[config.mk]
export PLATFORM = sky130hd
export DESIGN_NAME = fcmp_pipe_flat
export DESIGN_NICKNAME = d
export VERILOG_FILES = /design/src/rtl/fpu_pkg.sv /design/src/rtl/fcmp_pipe_if.sv /design/src/rtl/fcmp_core.sv /design/src/rtl/fcmp_pipe.sv /design/src/flat_wrapper.sv
export SDC_FILE = /design/constraint.sdc
export NUM_CORES = 1
export LEC_CHECK = 0
export ABC_AREA = 1
export CAP_MARGIN = 20
export CELL_PAD_IN_SITES_DETAIL_PLACEMENT = 0
export CELL_PAD_IN_SITES_GLOBAL_PLACEMENT = 1
export CORE_MARGIN = 4
export CORE_UTILIZATION = 39
export CTS_BUF_LIST = sky130_fd_sc_hd__clkbuf_16
export DETAILED_ROUTE_END_ITERATION = 10
export GPL_TIMING_DRIVEN = 0
export PLACE_DENSITY_LB_ADDON = 0.1
export SLEW_MARGIN = 20
export SYNTH_ARGS = -nofsm -noshare
export SYNTH_HDL_FRONTEND = slang
export SYNTH_SLANG_ARGS = --single-unit
[constraint.sdc]
create_clock -name clk -period 2.86 [get_ports clk]
set_clock_uncertainty 0.15 [all_clocks]
set_input_delay 0.572 -clock clk [delete_from_list [all_inputs] [get_ports clk]]
set_output_delay 0.572 -clock clk [all_outputs]
set_load 0.01 [all_outputs]
[src/rtl/fpu_pkg.sv]
`default_nettype none
// ============================================================================
//  Module      : fpu_pkg
//  Description : Shared types and helpers for the FPU compare path.
//                - fcmp_op_t : operation codes of the compare unit
//                - fcmp_qnan : canonical quiet-NaN pattern {0, all ones, 1, 0..}
//                              for a given exponent/mantissa width, returned
//                              right-aligned in a c_QNAN_MAX_W-bit vector.
//  Revision    : 1.0  initial release
// ============================================================================
package fpu_pkg;

    typedef enum logic [2:0] {
        FCMP_EQ  = 3'd0,
        FCMP_LT  = 3'd1,
        FCMP_LE  = 3'd2,
        FCMP_GE  = 3'd3,
        FCMP_MIN = 3'd4,
        FCMP_MAX = 3'd5
    } fcmp_op_t;

    localparam int c_QNAN_MAX_W = 128;

    // Caller slices the low 1+exp_w+man_w bits.
    function automatic logic [c_QNAN_MAX_W-1:0] fcmp_qnan(input int exp_w, input int man_w);
        logic [c_QNAN_MAX_W-1:0] v;
        v = ((c_QNAN_MAX_W'(1) << exp_w) - c_QNAN_MAX_W'(1)) << man_w;
        v = v | (c_QNAN_MAX_W'(1) << (man_w - 1));
        return v;
    endfunction

endpackage
`default_nettype wire

[src/rtl/fcmp_pipe_if.sv]
`default_nettype none
// ============================================================================
//  Module      : fcmp_pipe_if
//  Description : Handshake bundle of the pipelined FP compare unit.
//                Input side : in_valid/in_ready, in_op, in_x1, in_x2, in_tag
//                Output side: out_valid/out_ready, out_flag, out_result, out_tag
//                modport master : producer/consumer (testbench, issue logic)
//                modport slave  : the compare unit itself
//  Revision    : 1.0  initial release
// ============================================================================
interface fcmp_pipe_if #(
    parameter int EXP_W = 8,
    parameter int MAN_W = 23,
    parameter int TAG_W = 5
);
    localparam int W = 1 + EXP_W + MAN_W;

    logic             in_valid;
    logic             in_ready;
    logic [2:0]       in_op;
    logic [W-1:0]     in_x1;
    logic [W-1:0]     in_x2;
    logic [TAG_W-1:0] in_tag;

    logic             out_valid;
    logic             out_ready;
    logic             out_flag;
    logic [W-1:0]     out_result;
    logic [TAG_W-1:0] out_tag;

    modport master (
        output in_valid, in_op, in_x1, in_x2, in_tag, out_ready,
        input  in_ready, out_valid, out_flag, out_result, out_tag
    );

    modport slave (
        input  in_valid, in_op, in_x1, in_x2, in_tag, out_ready,
        output in_ready, out_valid, out_flag, out_result, out_tag
    );

endinterface
`default_nettype wire

[src/rtl/fcmp_core.sv]
`default_nettype none
// ============================================================================
//  Module      : fcmp_core
//  Description : Combinational operand decode and ordering.
//                x1, x2 : operands {sign, exponent, mantissa}
//                eq     : operands equal
//                ge     : x1 >= x2
//                With FCMP_NAN_EN defined, also:
//                nan1, nan2 : operand is a NaN
//                zeros      : both operands are zero (either sign)
//                and +0/-0 are folded into eq/ge as equal.
//  Revision    : 1.0  initial release
// ============================================================================
module fcmp_core #(
    parameter int EXP_W = 8,
    parameter int MAN_W = 23,
    localparam int W    = 1 + EXP_W + MAN_W
) (
    input  wire logic [W-1:0] x1,
    input  wire logic [W-1:0] x2,
    output logic              eq,
    output logic              ge
`ifdef FCMP_NAN_EN
    ,
    output logic              nan1,
    output logic              nan2,
    output logic              zeros
`endif
);

    logic         w_s1;
    logic         w_s2;
    logic [W-2:0] w_mag1;
    logic [W-2:0] w_mag2;
    logic         w_ge_sm;
    logic         w_eq_bits;

    assign w_s1      = x1[W-1];
    assign w_s2      = x2[W-1];
    assign w_mag1    = x1[W-2:0];
    assign w_mag2    = x2[W-2:0];
    assign w_eq_bits = (x1 == x2);

    // Sign-magnitude order; for two negatives the larger magnitude is smaller.
    always_comb begin
        case ({w_s1, w_s2})
            2'b00:   w_ge_sm = (w_mag1 >= w_mag2);
            2'b01:   w_ge_sm = 1'b1;
            2'b10:   w_ge_sm = 1'b0;
            default: w_ge_sm = (w_mag1 <= w_mag2);
        endcase
    end

`ifdef FCMP_NAN_EN
    assign zeros = (w_mag1 == '0) && (w_mag2 == '0);
    assign nan1  = (x1[W-2 -: EXP_W] == '1) && (x1[MAN_W-1:0] != '0);
    assign nan2  = (x2[W-2 -: EXP_W] == '1) && (x2[MAN_W-1:0] != '0);
    assign eq    = w_eq_bits | zeros;
    assign ge    = w_ge_sm   | zeros;
`else
    assign eq    = w_eq_bits;
    assign ge    = w_ge_sm;
`endif

endmodule
`default_nettype wire

[src/rtl/fcmp_pipe.sv]
`default_nettype none
// ============================================================================
//  Module      : fcmp_pipe
//  Description : Pipelined floating-point compare unit (EQ/LT/LE/GE/MIN/MAX).
//                clk, rst : clock, synchronous active-high reset
//                bus      : fcmp_pipe_if.slave handshake bundle
//                           in_*  : operation, operands, tag  (valid/ready)
//                           out_* : flag, result word, tag    (valid/ready)
//                LATENCY=2: stage 1 holds decoded compare bits + operands,
//                           stage 2 holds the selected flag/result.
//                LATENCY=1: decode and select feed the output register.
//                Optional macro FCMP_NAN_EN: IEEE zero equality and NaN
//                handling; when undefined, pure sign-magnitude ordering.
//  Revision    : 1.0  initial release
// ============================================================================
module fcmp_pipe
    import fpu_pkg::*;
#(
    parameter int EXP_W   = 8,
    parameter int MAN_W   = 23,
    parameter int LATENCY = 2,
    parameter int TAG_W   = 5
) (
    input  wire logic  clk,
    input  wire logic  rst,
    fcmp_pipe_if.slave bus
);

    localparam int W = 1 + EXP_W + MAN_W;

`ifdef FCMP_NAN_EN
    localparam logic [c_QNAN_MAX_W-1:0] c_QNAN_FULL = fcmp_qnan(EXP_W, MAN_W);
    localparam logic [W-1:0]            c_QNAN      = c_QNAN_FULL[W-1:0];
`endif

    if ((LATENCY != 1) && (LATENCY != 2)) begin : g_bad_latency
        $error("fcmp_pipe: LATENCY must be 1 or 2");
    end

    // ------------------------------------------------------------------
    // Decode of the incoming operands
    // ------------------------------------------------------------------
    logic w_c_eq;
    logic w_c_ge;
`ifdef FCMP_NAN_EN
    logic w_c_nan1;
    logic w_c_nan2;
    logic w_c_zeros;
`endif

    fcmp_core #(
        .EXP_W (EXP_W),
        .MAN_W (MAN_W)
    ) u_core (
        .x1    (bus.in_x1),
        .x2    (bus.in_x2),
        .eq    (w_c_eq),
        .ge    (w_c_ge)
`ifdef FCMP_NAN_EN
        ,
        .nan1  (w_c_nan1),
        .nan2  (w_c_nan2),
        .zeros (w_c_zeros)
`endif
    );

    // Every stage shifts together whenever the output slot is free.
    logic w_advance;
    assign w_advance    = bus.out_ready | ~bus.out_valid;
    assign bus.in_ready = w_advance;

    // ------------------------------------------------------------------
    // View feeding the select logic: stage-1 registers or live inputs
    // ------------------------------------------------------------------
    logic             w_v_valid;
    logic [2:0]       w_v_op;
    logic [W-1:0]     w_v_x1;
    logic [W-1:0]     w_v_x2;
    logic [TAG_W-1:0] w_v_tag;
    logic             w_v_eq;
    logic             w_v_ge;
`ifdef FCMP_NAN_EN
    logic             w_v_nan1;
    logic             w_v_nan2;
    logic             w_v_zeros;
`endif

    if (LATENCY == 1) begin : g_lat1
        assign w_v_valid = bus.in_valid;
        assign w_v_op    = bus.in_op;
        assign w_v_x1    = bus.in_x1;
        assign w_v_x2    = bus.in_x2;
        assign w_v_tag   = bus.in_tag;
        assign w_v_eq    = w_c_eq;
        assign w_v_ge    = w_c_ge;
`ifdef FCMP_NAN_EN
        assign w_v_nan1  = w_c_nan1;
        assign w_v_nan2  = w_c_nan2;
        assign w_v_zeros = w_c_zeros;
`endif
    end else begin : g_lat2
        logic             r1_valid;
        logic [2:0]       r1_op;
        logic [W-1:0]     r1_x1;
        logic [W-1:0]     r1_x2;
        logic [TAG_W-1:0] r1_tag;
        logic             r1_eq;
        logic             r1_ge;
`ifdef FCMP_NAN_EN
        logic             r1_nan1;
        logic             r1_nan2;
        logic             r1_zeros;
`endif

        always_ff @(posedge clk) begin
            if (rst) begin
                r1_valid <= 1'b0;
                r1_op    <= '0;
                r1_x1    <= '0;
                r1_x2    <= '0;
                r1_tag   <= '0;
                r1_eq    <= 1'b0;
                r1_ge    <= 1'b0;
`ifdef FCMP_NAN_EN
                r1_nan1  <= 1'b0;
                r1_nan2  <= 1'b0;
                r1_zeros <= 1'b0;
`endif
            end else if (w_advance) begin
                r1_valid <= bus.in_valid;
                r1_op    <= bus.in_op;
                r1_x1    <= bus.in_x1;
                r1_x2    <= bus.in_x2;
                r1_tag   <= bus.in_tag;
                r1_eq    <= w_c_eq;
                r1_ge    <= w_c_ge;
`ifdef FCMP_NAN_EN
                r1_nan1  <= w_c_nan1;
                r1_nan2  <= w_c_nan2;
                r1_zeros <= w_c_zeros;
`endif
            end
        end

        assign w_v_valid = r1_valid;
        assign w_v_op    = r1_op;
        assign w_v_x1    = r1_x1;
        assign w_v_x2    = r1_x2;
        assign w_v_tag   = r1_tag;
        assign w_v_eq    = r1_eq;
        assign w_v_ge    = r1_ge;
`ifdef FCMP_NAN_EN
        assign w_v_nan1  = r1_nan1;
        assign w_v_nan2  = r1_nan2;
        assign w_v_zeros = r1_zeros;
`endif
    end

    // ------------------------------------------------------------------
    // Flag / result selection
    // ------------------------------------------------------------------
    logic         w_le;
    logic         w_min_x1;
    logic         w_max_x1;
    logic         w_flag;
    logic [W-1:0] w_result;

    assign w_le = ~w_v_ge | w_v_eq;

`ifdef FCMP_NAN_EN
    // For a +0/-0 pair the compare bits say "equal", but MIN must yield -0
    // and MAX +0, so the choice falls back to the raw sign bits.
    assign w_min_x1 = w_v_zeros ? (w_v_x1[W-1] | ~w_v_x2[W-1]) : w_le;
    assign w_max_x1 = w_v_zeros ? (~w_v_x1[W-1] | w_v_x2[W-1]) : w_v_ge;
`else
    assign w_min_x1 = w_le;
    assign w_max_x1 = w_v_ge;
`endif

    always_comb begin
        w_flag   = 1'b0;
        w_result = '0;
        case (w_v_op)
            FCMP_EQ:  w_flag = w_v_eq;
            FCMP_LT:  w_flag = ~w_v_ge;
            FCMP_LE:  w_flag = w_le;
            FCMP_GE:  w_flag = w_v_ge;
            FCMP_MIN: begin
                w_flag   = w_min_x1;
                w_result = w_min_x1 ? w_v_x1 : w_v_x2;
            end
            FCMP_MAX: begin
                w_flag   = w_max_x1;
                w_result = w_max_x1 ? w_v_x1 : w_v_x2;
            end
            default: ;
        endcase
`ifdef FCMP_NAN_EN
        if (w_v_nan1 | w_v_nan2) begin
            if ((w_v_op == FCMP_MIN) || (w_v_op == FCMP_MAX)) begin
                w_flag   = ~w_v_nan1;
                w_result = w_v_nan1 ? (w_v_nan2 ? c_QNAN : w_v_x2) : w_v_x1;
            end else begin
                w_flag   = 1'b0;
            end
        end
`endif
        // Compare ops return the flag zero-extended as the result word.
        if (w_v_op <= FCMP_GE) begin
            w_result = {{(W-1){1'b0}}, w_flag};
        end
    end

    // ------------------------------------------------------------------
    // Output register
    // ------------------------------------------------------------------
    logic             r_out_valid;
    logic             r_out_flag;
    logic [W-1:0]     r_out_result;
    logic [TAG_W-1:0] r_out_tag;

    always_ff @(posedge clk) begin
        if (rst) begin
            r_out_valid  <= 1'b0;
            r_out_flag   <= 1'b0;
            r_out_result <= '0;
            r_out_tag    <= '0;
        end else if (w_advance) begin
            r_out_valid  <= w_v_valid;
            r_out_flag   <= w_flag;
            r_out_result <= w_result;
            r_out_tag    <= w_v_tag;
        end
    end

    assign bus.out_valid  = r_out_valid;
    assign bus.out_flag   = r_out_flag;
    assign bus.out_result = r_out_result;
    assign bus.out_tag    = r_out_tag;

endmodule
`default_nettype wire

[src/flat_wrapper.sv]
// flat-port wrapper written by rule: the top's interface ports become plain ports
module fcmp_pipe_flat import fpu_pkg::*;
#(
    parameter int EXP_W   = 8,
    parameter int MAN_W   = 23,
    parameter int LATENCY = 2,
    parameter int TAG_W   = 5
)
  (clk, rst, bus_in_valid, bus_in_op, bus_in_x1, bus_in_x2, bus_in_tag, bus_out_ready, bus_in_ready, bus_out_valid, bus_out_flag, bus_out_result, bus_out_tag);
  fcmp_pipe_if #(.EXP_W(EXP_W), .MAN_W(MAN_W), .TAG_W(TAG_W)) bus_i ();
  input  wire logic clk;
  input  wire logic rst;
  input wire logic [$bits(bus_i.in_valid)-1:0] bus_in_valid;
  input wire logic [$bits(bus_i.in_op)-1:0] bus_in_op;
  input wire logic [$bits(bus_i.in_x1)-1:0] bus_in_x1;
  input wire logic [$bits(bus_i.in_x2)-1:0] bus_in_x2;
  input wire logic [$bits(bus_i.in_tag)-1:0] bus_in_tag;
  input wire logic [$bits(bus_i.out_ready)-1:0] bus_out_ready;
  output wire logic [$bits(bus_i.in_ready)-1:0] bus_in_ready;
  output wire logic [$bits(bus_i.out_valid)-1:0] bus_out_valid;
  output wire logic [$bits(bus_i.out_flag)-1:0] bus_out_flag;
  output wire logic [$bits(bus_i.out_result)-1:0] bus_out_result;
  output wire logic [$bits(bus_i.out_tag)-1:0] bus_out_tag;
  assign bus_i.in_valid = bus_in_valid;
  assign bus_i.in_op = bus_in_op;
  assign bus_i.in_x1 = bus_in_x1;
  assign bus_i.in_x2 = bus_in_x2;
  assign bus_i.in_tag = bus_in_tag;
  assign bus_i.out_ready = bus_out_ready;
  assign bus_in_ready = bus_i.in_ready;
  assign bus_out_valid = bus_i.out_valid;
  assign bus_out_flag = bus_i.out_flag;
  assign bus_out_result = bus_i.out_result;
  assign bus_out_tag = bus_i.out_tag;
  fcmp_pipe #(.EXP_W(EXP_W), .MAN_W(MAN_W), .LATENCY(LATENCY), .TAG_W(TAG_W)) u_core (.clk(clk), .rst(rst), .bus(bus_i));
endmodule
Word-level counts from Yosys, hierarchy flattened
Index checks and enable logic that the tools add are counted.

Register bits: 114. Input port bits: 76. Output and inout port bits: 40. Word-level logic and storage cells: 36.

Magnitude comparators: 3. Eq/ne operators: 8. Multiplexer cells: 6. Bitwise operators: 4. Reductions and logical operators: 4.

Operators by type and width (number): $mux 32 (3); $pmux 32 s2 (1); $eq 32x32->1 (1); $ge 31x31->1 (1); $le 31x31->1 (1); $eq 3x2->1 const B (2); $eq 3x3->1 const B (2); $pmux 1 s4 (1); $reduce_or 2->1 (2); $eq 3x1->1 const B (1); $le 3x2->1 const B (1); $logic_not 3->1 (1); $pmux 1 s3 (1); $eq 2x1->1 const B (1); $eq 2x2->1 const B (1); $logic_not 2->1 (1); $not 1->1 (2); $or 1x1->1 (2).

Depth between registers and ports, before layout
Gate-level depths: netlist of the first run.

Word-level depth: 5. Gate-level depth with buffers: 15. Depth with buffers taken out: 15.

Cells and area by module
Synthesis of the first run repeated with hierarchy kept, for this count alone.

Cells, all modules: 959. Area, all modules: 6200.9 µm².

By module, submodules not included: fcmp_pipe (instances 1, cells an instance 792, area an instance 5217.5 µm², sequential area each 2282.2 µm²); fcmp_core (instances 1, cells an instance 167, area an instance 983.4 µm², sequential area each 0.0 µm²).

Worst setup path after synthesis of the first run
No wires, ideal clock.

Path kind: input to register. From: input port bus_in_x2[30]. To: register u_core.g_lat2.r1_ge. Library setup time: 71 ps. Data arrival time: 1717 ps. Required time: 2639 ps. Setup slack: 923 ps. Cell stages on the path: 12. Buffers on the path: 0. Cell sequence: inv_1 -> ha_1 -> nand2_1 -> nor2_2 -> nor3b_2 -> nor2b_1 -> nand2_1 -> nand3_1 -> nand2_1 -> nand2_1 -> nand2_1 -> a21oi_1.

Word-level cells in the longest chain between the ends: 2. Elaborated cells between the ends (all ways): 3. Classes of those cells: 2 x order compare; 1 x mux.

RTL lines: from (decl) (RTL line flat_wrapper.sv:16) `input wire logic [$bits(bus_i.in_x2)-1:0] bus_in_x2;`; $le 31x31->1 / $ge 31x31->1 (equally long branches) (RTL line fcmp_core.sv:50, fcmp_core.sv:47); $pmux 1 s3 * (RTL line fcmp_core.sv:46) `case ({w_s1, w_s2})`; to (signal assigned) (RTL line fcmp_pipe.sv:136) `r1_ge <= w_c_ge;`; to (decl) (RTL line fcmp_pipe.sv:108) `logic r1_ge;`.

Mark *: on every way between the ends. The rest lies on a longest branch, timed or not. A chain may end at the register's enable or synchronous reset.

Worst setup path in the final report of the first run
From: input port bus_out_ready. To: output port bus_in_ready.

Word-level cells in the longest chain between the ends: 1.

RTL lines: from (decl) (RTL line flat_wrapper.sv:18) `input wire logic [$bits(bus_i.out_ready)-1:0] bus_out_ready;`; $or 1x1->1 (RTL line fcmp_pipe.sv:69) `assign w_advance = bus.out_ready | ~bus.out_valid;`; to (decl) (RTL line flat_wrapper.sv:19) `output wire logic [$bits(bus_i.in_ready)-1:0] bus_in_ready;`.

No other way between the ends.

==> flow_metrics.tcl, run 1 <==
set metrics [dict create \
    drv_cap 0 \
    cp_data_arrival_time_ps 2060 \
    cp-start-kind "input pin" \
    cp_max_fo 18 \
    worst_slew_pin_slew_ps 611.9 \
    cts-buffers-inserted 17 \
    grt_pass1_vias 5154 \
    clk_pin_slew_worst_paths_ps 50 \
    place_hpwl_um 11600 \
    fp-row-count 42 \
    finalSetupViolations 0 \
    synthTopCellsByCount "nand2_1, dfxtp_1, inv_1, nor2_1, a21oi_1" \
    irDropWorstVdd_v 0.0003870 \
    critical_path_class "input pin to primary output" \
    p_int_mw 3.283 \
    async_reset_ff_share_pct 0 \
    worstRegToRegCells 5 \
    cts.repair.resized 0 \
    initial_core_util_pct 40.13 \
    synth_area_leaders "dfxtp_1, nand2_1, ha_1" \
    vias_per_cell 4.878 \
    syn2layout_area_growth_pct 36.07 \
    antenna_left 0 \
    synth-warning-count 0 \
    track_usage_pct 20.37 \
    overflow 0 \
    max_slew_margin_pct 59.20 \
    drc_errors 0 \
    drv_slew 0 \
    synthFlopType "dfxtp_1" \
    fin_util_pct 54.60 \
    clkPwrFrac_pct 47.6 \
    cts_root_buf "clkbuf_16" \
    htree_levels 4 \
    clock_sinks 114 \
    yosysMostFrequentCell "nand2_1" \
    core_um2 13350 \
    p_leak_nw 3.152 \
    finalHoldViolCount 0 \
    switching_power_mw 1.103 \
    synth.net_count 848 \
    n_antenna_cell 0 \
    ys_seq_elements 114 \
    synth_top_cell_by_area "dfxtp_1" \
    hp-class "flop to flop" \
    io_buffer_count 114 \
    wl_per_cell_um 14.74 \
    cts_setup_buffers 0 \
    power_density_nw_per_um2 601.8 \
    drt-total-wl_um 15610 \
    max_stage_delay_ps 610 \
    status "finished clean" \
    post-route-min-period_ps 2787 \
    dp_slack_ps -310.2 \
    fill_cells 1344 \
    avgSynthCellArea_um2 7.258 \
    synth_edf_count 0 \
    die_x_um 125.2 \
    cts_hold_buf 0 \
    via_count 5166 \
    timing.critical_path.cells "clkdlybuf4s50_1 > nor2_2 > inv_2 > clkdlybuf4s50_1" \
    synth-seq-area-share_pct 42.61 \
    grt_pass1_wl_um 25430 \
    drive_gt1_share_pct 6.908 \
    end_kind "primary output" \
    io_pins 116 \
    whs_path_depth 2 \
    fin_crit_sh_pct 97.44 \
    fp.dieArea_um2 15670 \
    die_h_um 125.2 \
    cts_tree "yes" \
    slowest_stage "clkdlybuf4s50_1" \
    ctsLongestPathBuffers 2 \
    grt_max_degree 19 \
    drt-initial-drc-count 301 \
    clk_latency_ps 410 \
    syn_inst 738 \
    first_pass_iters 4 \
    rsz0062_at_grt "no" \
    power_frac_comb_pct 12.9 \
    worst_slack_ps 73.35 \
    whs_ps 302.5 \
    cp.required_ps 2140 \
    final_nets 980 \
    netSwitchingFraction_pct 25.15 \
    synth_cell_types 33 \
    fmax_mhz 358.9 \
    critical_path.most_common_cell "clkdlybuf4s50_1" \
    gp_congestion 0.8126 \
    antenna_found_initial 0 \
    syn-cell-area_um2 5356 \
    yosysTopAreaCellShare_pct 42.61 \
    seqPwrFrac_pct 39.5 \
]
## metrics by stage
step	power, mW	cells	setup TNS, ps	area (µm²)
after CTS	4.427	1059	0	7288
after detailed placement	2.334	1028	-310.2	6718
after floorplan	2.062	738	0	5356
final	4.386	1059	0	7288
after global placement	2.322	1028	-325.9	6718
after global routing	4.572	1059	0	7288
## worst max-delay path: cells and delay by family
kind	cells	cell delay (ps)
buf+inv	3	1410
simple gates	1	70
## area by class of cell
cell class,instances,area [µm²],share of cell area [%]
Multi-Input combinational cell,488,2534,34.76
Sequential cell,114,2282,31.31
Timing Repair Buffer,114,1141,15.66
Buffer,41,183.9,2.524
Inverter,94,352.8,4.841
Clock inverter,15,148.9,2.043
Clock buffer,17,425.4,5.837
Tap cell,176,220.2,3.021
## sequential cells by signal (all words and copies together) (netlist names)
register,flops
u_core.g_lat2.r1_op,3
u_core.g_lat2.r1_valid,1
u_core.bus.out_valid,1
u_core.bus.out_tag,5
u_core.g_lat2.r1_x1,32
u_core.g_lat2.r1_eq,1
u_core.bus.out_result,32
u_core.bus.out_flag,1
u_core.g_lat2.r1_ge,1
u_core.g_lat2.r1_tag,5
u_core.g_lat2.r1_x2,32
## layer usage
layer	share of wire, %	routed length [µm]	vias to the layer above	track usage [%]
met3	3.9	612	23	4.094
met4	2.0	305	0	7.781
met1	46	7225	2379	25.09
met2	48	7471	124	35.12
li1	-	-	2640	-
met5	0	0	-	0
## placed cells by master, fill, tap and decap left out, types with 2 or more instances in the layout
| cell | netlist | final |
|---|---|---|
| clkinvlp_4 | 0 | 2 |
| inv_1 | 88 | 89 |
| nor2_2 | 2 | 2 |
| clkbuf_1 | 30 | 29 |
| a211oi_2 | 2 | 2 |
| buf_2 | 6 | 6 |
| inv_2 | 5 | 5 |
| nand2_1 | 137 | 137 |
| o21ai_0 | 81 | 81 |
| bufinv_16 | 0 | 3 |
| clkbuf_16 | 0 | 17 |
| o21ai_1 | 28 | 28 |
| o22ai_1 | 3 | 3 |
| a21oi_2 | 2 | 2 |
| nand3_2 | 2 | 2 |
| nor2_1 | 88 | 88 |
| a21oi_1 | 82 | 82 |
| a21o_1 | 2 | 2 |
| nand3_1 | 5 | 5 |
| nand2_2 | 7 | 7 |
| buf_1 | 3 | 3 |
| buf_6 | 3 | 3 |
| clkdlybuf4s50_1 | 0 | 114 |
| clkinv_2 | 0 | 5 |
| nand4_1 | 3 | 3 |
| ha_1 | 34 | 34 |
| clkinv_1 | 1 | 5 |
| dfxtp_1 | 114 | 114 |
## cell families after synthesis
family	after synthesis	share of synthesized area [%]
AO/OA/AOI/OAI	205	20.37
adder cells (fa/ha/maj)	34	7.942
buffers and inverters	136	10.09
flip-flops	114	42.61
AND/OR/NAND/NOR	249	18.99
## power by group through the flow
stage / Combinational, mW / Clock (mW) / Sequential (mW)
after floorplan: 0.299 / 0 / 1.76
after global placement: 0.563 / 0 / 1.76
after detailed placement: 0.571 / 0 / 1.76
after CTS: 0.574 / 2.12 / 1.73
after global routing: 0.641 / 2.19 / 1.74
final: 0.567 / 2.09 / 1.73
## path summary, 6_finish.rpt
kind / startpoint / endpoint / slack [ps]
max reg2reg: u_core.bus.out_valid / u_core.g_lat2.r1_x2[10] / 980
max: bus_out_ready / bus_in_ready / 70
min reg2reg: u_core.g_lat2.r1_x2[9] / u_core.g_lat2.r1_x2[9] / 300
min: u_core.g_lat2.r1_x2[9] / u_core.g_lat2.r1_x2[9] / 300
Note: power is estimated with default switching activity, not from simulation.
==> run 2, diff against run 1 <==
--- a/config.mk
+++ b/config.mk
@@ -11,5 +11,5 @@
 export CELL_PAD_IN_SITES_GLOBAL_PLACEMENT = 1
 export CORE_MARGIN = 4
-export CORE_UTILIZATION = 39
+export CORE_UTILIZATION = 40
 export CTS_BUF_LIST = sky130_fd_sc_hd__clkbuf_16
 export DETAILED_ROUTE_END_ITERATION = 10
@@ -19,3 +19,4 @@
 export SYNTH_ARGS = -nofsm -noshare
 export SYNTH_HDL_FRONTEND = slang
+export SYNTH_HIERARCHICAL = 1
 export SYNTH_SLANG_ARGS = --single-unit
==> constraint.sdc (replaced) <==
create_clock -name clk -period 2.86 [get_ports clk]
set_clock_uncertainty 0.15 [all_clocks]
set_input_delay 0.858 -clock clk [delete_from_list [all_inputs] [get_ports clk]]
set_output_delay 0.858 -clock clk [all_outputs]
set_load 0.01 [all_outputs]
==> run 2 against run 1 <==
  * Setup slack better by 210 ps
  * First-iteration DRC count is 42% higher
  * Die area is 12% higher
  * Area after synthesis is 16% higher
  * Clock power is 7% higher
  * Largest cell class unchanged
  * Fmax is 8.3% higher
  * Design area is 13% higher
  * Sequential share of layout area is 3.6 points lower
  * Via count is 22% higher
  * Non-clock buffer count is 20 higher
  * Largest power group unchanged
==> flow_metrics.tcl, run 2 <==
set metrics [dict create \
    status "finished clean" \
    antenna_left 0 \
    drive_gt1_share_pct 6.956 \
    synth_top_family_by_area "simple AND/OR/NAND/NOR gates" \
    irDropWorstVdd_v 0.0004077 \
    critical_path_buf_inv_count 2 \
    syn2layout_area_growth_pct 32.63 \
    critical_path_class "input pin to flop" \
    synth_top_cell_by_area "dfxtp_1" \
    cp-start-kind "input pin" \
    grt_max_degree 19 \
    timing.critical_path.cells "clkdlybuf4s50_1 > inv_1 > ha_1 > nand2_1 > nor2_1 > nand4_1 > nor2_1 > nand3b_1 > nand3_1 > nand2_1 > a21oi_1 > o21ai_0 > a21oi_1" \
    synth.area.mux_share_pct 0 \
    reg2reg_to "u_core/bus.out_result[0]" \
    avgSynthCellArea_um2 6.466 \
    syn-cell-area_um2 6201 \
    overflow 0 \
    clk_pin_slew_worst_paths_ps 50 \
    dp_slack_ps -787.2 \
    worst_slack_ps 286.5 \
    whs_path_depth 2 \
    end_kind "flop" \
    mostFrequentLayoutCells "nand2_1, nor2_1, inv_1" \
    core_um2 15200 \
    die_x_um 132.5 \
    path_delay_family "simple AND/OR/NAND/NOR gates" \
    post-route-min-period_ps 2573 \
    clock_sinks 114 \
    hp-class "flop to flop" \
    min_from "u_core/bus.out_result[7]" \
    worstRegToRegCells 8 \
    r2r_slack_ps 1020 \
    place_area_um2 7577 \
    synth.net_count 1069 \
    grt_pass1_vias 5965 \
    io_pins 116 \
    initial_core_util_pct 40.79 \
    htree_levels 4 \
    async_reset_ff_share_pct 0 \
    n_antenna_cell 0 \
    cp_max_fo 3 \
    fp-row-count 45 \
    cts_tree "yes" \
    finalSetupViolations 0 \
    fp.dieArea_um2 17560 \
    die_h_um 132.5 \
    grt_pass1_wl_um 31840 \
    synth-seq-area-share_pct 36.80 \
    vias_per_cell 4.881 \
    whs_ps 311.9 \
    synthTopCellsByCount "nand2_1, nor2_1, inv_1, a21oi_1, dfxtp_1" \
    stdcell_area_um2 8224 \
    whs_endpoint "u_core/bus.out_result[7]" \
    synth_cell_types 20 \
    worst_slew_pin_slew_ps 645.6 \
    cts_root_buf "clkbuf_16" \
    via_count 6321 \
    ys_seq_elements 114 \
    p_leak_nw 3.853 \
    drt-total-wl_um 20030 \
    setup_tns_ps 0 \
    yosysMostFrequentCell "nand2_1" \
    fmax_mhz 388.6 \
    synth_xor_area_share_pct 0 \
    synthFlopType "dfxtp_1" \
    cp_data_arrival_time_ps 2770 \
    drc_errors 0 \
    final_nets 1204 \
    synth_compound_area_share_pct 16.06 \
    drv_cap 0 \
    antenna_found_initial 0 \
    synth-warning-count 6 \
    cts-buffers-inserted 17 \
    yosysTopAreaCellShare_pct 36.80 \
    io_buffer_count 114 \
    max_stage_delay_ps 500 \
    synth_area_leaders "dfxtp_1, nand2_1, a21oi_1" \
    finalHoldViolCount 0 \
    first_pass_iters 5 \
    synth_edf_count 0 \
    rsz0062_at_grt "no" \
    max_slew_margin_pct 56.96 \
    fin_crit_sh_pct 89.98 \
    clk_latency_ps 410 \
    track_usage_pct 22.90 \
    power_density_nw_per_um2 582.9 \
    syn_inst 959 \
    r2r_start "u_core/g_lat2.r1_eq" \
    ctsLongestPathBuffers 2 \
    gp_congestion 0.8588 \
    slowest_stage "clkdlybuf4s50_1" \
    yosys.area_share.simple_pct 28.21 \
    synth_fa_ha_area_share_pct 6.860 \
    wl_per_cell_um 15.47 \
    cp.required_ps 3050 \
    layout_commonest_cell "nand2_1" \
    place_hpwl_um 14190 \
    cts_hold_buf 0 \
    drt-initial-drc-count 428 \
    fin_util_pct 54.10 \
    drv_slew 0 \
]
run 2: logic make-up (layout without fill, tap and decap cells):
logic type,Yosys count,count (layout)
AOI/OAI and AO/OA,198,198
adders and majority gates,34,34
buffers and inverters,184,332
DFF,114,114
and+or+nand+nor,429,429
run 2: area by class of cell:
type / instances / area, µm²
clock inverters: 15 / 190.2
plain buffers: 58 / 287.8
flip-flops and latches: 114 / 2282
inverters: 125 / 469.2
well taps: 188 / 235.2
clock buffers: 17 / 425.4
repair buffers: 117 / 1161
multi-input cells: 661 / 3173
fillers: 1629 / 6978
run 2: worst reg2reg max path, stage by stage, from the launching register on:
cell and delay [ps]:
dfxtp_1 330, inv_2 90, nand2_1 210, clkbuf_1 520, nand2_1 100, nand3_1 110, nand3_1 80, nor2_1 110
nor2_1 40
run 2: worst max-delay path by stage:
stage / end / slack [ps] / depth (start not counted) / start
after global placement: bus_in_ready / -800 / 7 / bus_out_ready
after CTS: bus_in_ready / 60 / 6 / bus_out_ready
after global routing: u_core/g_lat2.r1_ge / 70 / 13 / bus_in_x2[22]
after floorplan: bus_in_ready / 360 / 5 / bus_out_ready
after detailed placement: bus_in_ready / -790 / 7 / bus_out_ready
final: u_core/g_lat2.r1_ge / 290 / 13 / bus_in_x2[17]
run 2: power breakdown:
group	total (mW)	internal (mW)	switching [mW]	leakage [nW]
combinational	0.823	0.343	0.480	2.62
clock	2.23	1.45	0.786	0.290
sequential	1.74	1.69	0.0484	0.942
run 2: metal layers:
layer | global-route usage (%) | vias to the layer above | wire (µm)
met2 | 36.98 | 189 | 9176
met5 | 0 | - | 0
met1 | 31.14 | 2804 | 9523
met3 | 4.221 | 18 | 1093
met4 | 7.159 | 0 | 239
li1 | - | 3310 | -
run 2: stage by stage:
step | cells | total power [mW]
2_1_floorplan | 959 | 2.243
3_3_place_gp | 1261 | 2.580
3_5_place_dp | 1261 | 2.585
4_1_cts | 1294 | 4.832
5_1_grt | 1295 | 5.013
6_report | 1295 | 4.794
run 2: what timing repair did:
item / 4_1_cts / 5_1_grt
endpoints found under the setup margin: 1 / 1
gates resized for setup: 9 / 1
gates cloned: 0 / 0
buffers inserted: 2 / 1
pin swaps: 1 / 1
